## src/rtl/tnet_pkg.sv

```systemverilog
// Shared TNET definitions: packet types, header field layout, broadcast ID and
// receive deframer state encoding.
package tnet_pkg;

  typedef enum logic [4:0] {
    TYPE_NOP   = 5'd0,
    TYPE_CMD   = 5'd1,
    TYPE_RESP  = 5'd2,
    TYPE_SYNC  = 5'd3,
    TYPE_EVENT = 5'd4
  } tnet_type_e;

  localparam logic [9:0] TNET_BCAST_ID = 10'h3FF;

  localparam int HDR_DST_LSB = 0;
  localparam int HDR_SRC_LSB = 10;
  localparam int HDR_OPC_LSB = 59;
  localparam int HDR_ID_W    = 10;
  localparam int HDR_OPC_W   = 5;

  typedef enum logic [1:0] {
    RX_IDLE = 2'd0,
    RX_HDR  = 2'd1,
    RX_DROP = 2'd2
  } rx_state_e;

  function automatic logic [HDR_ID_W-1:0] hdr_dst(input logic [63:0] hdr);
    return hdr[HDR_DST_LSB +: HDR_ID_W];
  endfunction

  function automatic logic [HDR_ID_W-1:0] hdr_src(input logic [63:0] hdr);
    return hdr[HDR_SRC_LSB +: HDR_ID_W];
  endfunction

  function automatic logic [HDR_OPC_W-1:0] hdr_opc(input logic [63:0] hdr);
    return hdr[HDR_OPC_LSB +: HDR_OPC_W];
  endfunction

endpackage

```

## src/rtl/tnet_rx_deframer.sv

```systemverilog
// Receive deframer: splits the link stream into 1- or 2-beat packets, filters
// them by destination/source and presents accepted commands one cycle later.
module tnet_rx_deframer
  import tnet_pkg::*;
#(
  parameter logic [9:0] BCAST_ID = TNET_BCAST_ID
) (
  input  logic             c_clk_i,
  input  logic             c_rst_ni,
  input  logic [9:0]       ID_i,
  input  logic [9:0]       NN_i,
  input  logic             rx_tvalid_i,
  input  logic [63:0]      rx_tdata_i,
  input  logic             rx_tlast_i,
  output logic             cmd_req_set_o,
  output logic [1:0][63:0] cmd_dt_o,
  output logic [31:0]      rx_status_o,
  output logic [1:0]       rx_st_do
);

  rx_state_e        state_q, state_d;
  logic [63:0]      hdr_q, hdr_d;
  logic             req_set_q, req_set_d;
  logic [1:0][63:0] dt_q, dt_d;
  logic [15:0]      pkt_cnt_q, pkt_cnt_d;
  logic [7:0]       err_cnt_q, err_cnt_d;
  logic [7:0]       drop_cnt_q, drop_cnt_d;

  logic        done;
  logic        overrun;
  logic [63:0] done_hdr;
  logic [63:0] done_data;
  logic        loopback;
  logic        hit;
  logic        range_err;
  logic        accept;
  logic        err_pkt;
  logic        drop_pkt;

  always_comb begin
    state_d   = state_q;
    hdr_d     = hdr_q;
    done      = 1'b0;
    overrun   = 1'b0;
    done_hdr  = '0;
    done_data = '0;
    case (state_q)
      RX_IDLE: begin
        if (rx_tvalid_i) begin
          hdr_d = rx_tdata_i;
          if (rx_tlast_i) begin
            done     = 1'b1;
            done_hdr = rx_tdata_i;
          end else begin
            state_d = RX_HDR;
          end
        end
      end
      RX_HDR: begin
        if (rx_tvalid_i) begin
          if (rx_tlast_i) begin
            done      = 1'b1;
            done_hdr  = hdr_q;
            done_data = rx_tdata_i;
            state_d   = RX_IDLE;
          end else begin
            overrun = 1'b1;
            state_d = RX_DROP;
          end
        end
      end
      RX_DROP: begin
        if (rx_tvalid_i && rx_tlast_i) begin
          state_d = RX_IDLE;
        end
      end
      default: state_d = RX_IDLE;
    endcase
  end

  // Loop-back wins over an address hit; broadcast is never a range error.
  always_comb begin
    loopback  = (hdr_src(done_hdr) == ID_i);
    hit       = (hdr_dst(done_hdr) == ID_i) || (hdr_dst(done_hdr) == BCAST_ID);
    range_err = (hdr_dst(done_hdr) >= NN_i) && (hdr_dst(done_hdr) != BCAST_ID);
    accept    = done && !loopback && hit;
    err_pkt   = done && !loopback && !hit && range_err;
    drop_pkt  = done && !accept && !err_pkt;
  end

  always_comb begin
    req_set_d  = accept;
    dt_d       = dt_q;
    pkt_cnt_d  = pkt_cnt_q;
    err_cnt_d  = err_cnt_q;
    drop_cnt_d = drop_cnt_q;
    if (accept) begin
      dt_d[0]   = done_hdr;
      dt_d[1]   = done_data;
      pkt_cnt_d = pkt_cnt_q + 16'd1;
    end
    if ((overrun || err_pkt) && (err_cnt_q != 8'hFF)) begin
      err_cnt_d = err_cnt_q + 8'd1;
    end
    if (drop_pkt && (drop_cnt_q != 8'hFF)) begin
      drop_cnt_d = drop_cnt_q + 8'd1;
    end
  end

  always_ff @(posedge c_clk_i or negedge c_rst_ni) begin
    if (!c_rst_ni) begin
      state_q    <= RX_IDLE;
      hdr_q      <= '0;
      req_set_q  <= 1'b0;
      dt_q       <= '0;
      pkt_cnt_q  <= '0;
      err_cnt_q  <= '0;
      drop_cnt_q <= '0;
    end else begin
      state_q    <= state_d;
      hdr_q      <= hdr_d;
      req_set_q  <= req_set_d;
      dt_q       <= dt_d;
      pkt_cnt_q  <= pkt_cnt_d;
      err_cnt_q  <= err_cnt_d;
      drop_cnt_q <= drop_cnt_d;
    end
  end

  assign cmd_req_set_o = req_set_q;
  assign cmd_dt_o      = dt_q;
  assign rx_status_o   = {err_cnt_q, drop_cnt_q, pkt_cnt_q};
  assign rx_st_do      = state_q;

endmodule

```

## config.mk

```make
export PLATFORM = sky130hd
export DESIGN_NAME = tnet_rx_deframer
export DESIGN_NICKNAME = d
export VERILOG_FILES = /design/src/rtl/tnet_pkg.sv /design/src/rtl/tnet_rx_deframer.sv
export SDC_FILE = /design/constraint.sdc
export NUM_CORES = 1
export LEC_CHECK = 0
export CAP_MARGIN = 25
export CORE_MARGIN = 2
export CORE_UTILIZATION = 50
export DETAILED_ROUTE_END_ITERATION = 10
export PLACE_DENSITY = 0.91
export SLEW_MARGIN = 5
export SYNTH_ARGS = -nofsm -noshare
export SYNTH_HDL_FRONTEND = slang
export SYNTH_SLANG_ARGS = --single-unit
```

## constraint.sdc

```tcl
create_clock -name c_clk_i -period 5.1 [get_ports c_clk_i]
set_input_delay 0.51 -clock c_clk_i [delete_from_list [all_inputs] [get_ports c_clk_i]]
set_output_delay 0.51 -clock c_clk_i [all_outputs]
set_load 0.01 [all_outputs]
```

==> metrics.md <==
| Metric | Value |
|---|---|
| Startpoint types | flop |
| Internal power | 3.77 mW |
| CTS tree | done |
| WP buf/inv | 3 |
| Vias in the first global route | 8150 |
| Critical path class | flop to flop |
| DR WL/cell | 18.0 um |
| Clock latency on the worst-skew pair | 520 ps |
| Final core utilization | 67.9% |
| Clock-pin slew on the worst setup and hold paths | 60 ps |
| Initial antenna violation count | 3 |
| Final wirelength | 26.7 mm |
| IO buf count | 250 |
| Grt total ovfl | 0 |
| Crit end category | flop |
| Cts bufs inserted | 24 |
| Synthesized area per cell | 10.5 um2 |
| Mapped cell area | 10200 um2 |
| Crit Path Max Fanout | 137 |
| Largest family of logic cells by synthesized area | simple AND/OR/NAND/NOR gates |
| Fillers | 1470 |
| Routability congestion estimate | 0.885 |
| DP HPWL | 18.0 mm |
| Avg Vias per Cell | 5.62 |
| Count leader, synth | dfrtp_1 |
| Share of cells above drive strength 1 | 10.6% |
| Synth warnings | 0 |
| Crit path largest cell delay | 700 ps |
| Layout Skew | 14.6 ps |
| Die Wd | 147 um |
| Tot Pwr | 5.24 mW |
| Metal2 WL | 13.1 mm |
| Min Tclk post-route | 3640 ps |
| Initial Util | 50.5% |
| Yosys cell types | 57 |
| Logic gate share of total power | 22.1% |
| FF-to-FF End | cmd_dt_o[53] |
| Met3 wire len | 1.60 mm |
| Max Slew Vio Count | 0 |
| CTS root buf | clkbuf_16 |
| Multi-input logic area | 4140 um2 |
| Synth-to-Final Area Change | 34.4% |
| Most frequent cells after synthesis | dfrtp_1 (227), nand2_1 (185), nor2_1 (107) |
| Seq cells post-synth | 227 |
| VDD IR max | 0.324 mV |
| FFs w/ async S/R, synth | 100% |
| Die area | 21500 um2 |
| Origin of the critical flop-to-flop path | rx_st_do[0] |
| Die Ht | 147 um |
| Setup Fix Bufs, Post-CTS | 0 |
| Main flop type after synthesis | dfrtp_1 |
| Global-route wire length before repair | 42.4 mm |
| R2R depth | 11 |
| Core area | 20100 um2 |
| CP delay by family, top | simple AND/OR/NAND/NOR gates |
| Post-synthesis cell count | 964 |
| Max cap viols | 0 |
| Post-synth EDFFs | 0 |
| TNS Setup | 0 ps |
| Multiplexer share of the synthesized area | 9.40% |
| Final setup viols | 0 |
| H-Tree Depth | 1 |
| All-layer global routing usage | 24.2% |
| Switch share | 28.1% |
| Largest net degree at the start of global routing | 138 |
| WP data required | 5530 ps |
| Crit path max-delay cell type | dfrtp_1 |
| Leakage Power | 6.21 nW |
| Simple-gate share of the synthesized area | 19.3% |
| Ports | 251 |
| Rows | 52 |
| Final Hold Viols | 0 |
| Top sig layer | met5 |
| Crit path arrival time | 4070 ps |
| Met1 WL | 11.0 mm |
| Hold_buf cts | 0 |
| Xor/xnor cell area share of the yosys netlist | 2.85% |
| # DRC | 0 |
| R2R setup slack | 1460 ps |
| Clock sinks | 227 |
| Area occupied by registers | 5680 um2 |
| RSZ-0062 raised after global routing | no |
| Switching power total | 1.47 mW |
| Hold Crit Class | primary input to asynchronous set/reset pin |
| Outcome | finished, final reports clean |
| Register area share after synthesis | 55.9% |
| DR iter-0 viols | 428 |
| Clk pwr share | 33.3% |
| Adder-Cell Fraction of Synth Area | 1.60% |
| Final Cycle Share | 71.3% |
| Post_cts resized | 0 |
| Top cell type's share of synthesized area | 55.9% |
| Reg power frac | 44.6% |
| Dominant cell type by area after synthesis | dfrtp_1 |
| Max Freq | 0.275 GHz |
| Net Count, Synth | 1065 |
| Vias | 8312 |
| Critical-path cell list | buf_8 -> buf_4 -> mux2i_1 -> nor4b_1 -> a31oi_1 -> a32oi_1 -> nand4b_1 -> nand3_4 -> buf_12 -> a221oi_1 -> nor2_1 |
| Drt pass-1 iters | 4 |
| Synth area leaders | dfrtp_1 (56%), mux2_2 (7.2%), nand2_1 (6.8%) |
| Hold slack final | 50.2 ps |
| Cell Count, Final, Fillers Out | 1479 |
| Slew margin rel. | 35.1% |
| Post-DRT Antenna Nets | 0 |
| Placed Cells | 1433 |
| Worst Tran Pin Value | 974 ps |
| PwrDens | 384 nW/um2 |
| Crit path depth | 11 |
| Final Net Count | 1291 |
| Max clock buf depth | 3 |
| Synth Area in Compound Gates | 7.33% |
[power by group through the flow]
stage               Combinational [mW]  Clock (mW)  Sequential [mW]
floorplan                        0.742           0             2.33
global placement                  1.09           0             2.36
detailed placement                1.13           0             2.38
CTS                               1.14        1.78             2.35
global route                      1.25        1.85             2.38
finish                            1.16        1.75             2.34
[per-stage QoR]
step,instance area [um2],worst slack [ps]
global route,13600,1200
CTS,13600,1270
detailed placement,12800,1220
global placement,12800,1360
floorplan,10200,2190
finish,13600,1460
[worst max path at each step]
stage,from,end,slack [ps]
2_1_floorplan,rx_st_do[0],err_cnt_q[1],2190
3_3_place_gp,rx_tvalid_i,err_cnt_q[1],1360
3_5_place_dp,rx_tlast_i,err_cnt_q[1],1220
4_1_cts,rx_st_do[0],cmd_dt_o[42],1270
5_1_grt,rx_st_do[0],cmd_dt_o[53],1200
6_report,rx_st_do[0],cmd_dt_o[53],1460
[kinds of logic after synthesis]
family / Yosys count
adders and majority gates: 13
AOI/OAI and AO/OA: 92
DFF: 227
and+or+nand+nor: 438
muxes: 87
buffers and inverters: 74
xor gates and xnor gates: 33
[state kept, by name (all words and copies together) (netlist names)]
register and cells:
err_cnt_q 8, drop_cnt_q 8, rx_st_do 2, cmd_dt_o 128
pkt_cnt_q 16, cmd_req_set_o 1, hdr_q 64
[layout by cell type (no fill, tap or decap), types with 5 or more instances in the layout]
| cell type | count |
|---|---|
| xor2_1 | 7 |
| clkinv_2 | 5 |
| and3_1 | 14 |
| nand2b_1 | 5 |
| nand2_1 | 185 |
| o21ai_0 | 6 |
| nand3_1 | 75 |
| nor3_1 | 6 |
| dfrtp_1 | 227 |
| mux2i_1 | 20 |
| buf_4 | 6 |
| nand4_1 | 20 |
| ha_1 | 13 |
| clkbuf_16 | 24 |
| a21oi_1 | 9 |
| o31ai_1 | 6 |
| inv_1 | 13 |
| xnor2_1 | 26 |
| nor2_1 | 106 |
| mux2_2 | 65 |
| clkdlybuf4s50_1 | 249 |
| a221oi_1 | 44 |
[per-layer routing]
layer	vias to the layer above	GRT usage [%]
li1	3809	-
met1	4164	31.4
met2	270	41.0
met3	67	4.19
met4	2	9.32
met5	-	0
[area by class of cell]
class / count / share of cell area [%]
Inverter: 14 / 0.403
Clock buffer: 32 / 4.91
Multi-Input combinational cell: 663 / 30.3
Antenna cell: 1 / 0.0183
Timing Repair Buffer: 260 / 19.3
Tap cell: 270 / 2.48
Sequential cell: 227 / 41.6
Clock inverter: 12 / 0.981
No activity file was read; power rests on OpenSTA's default activity.
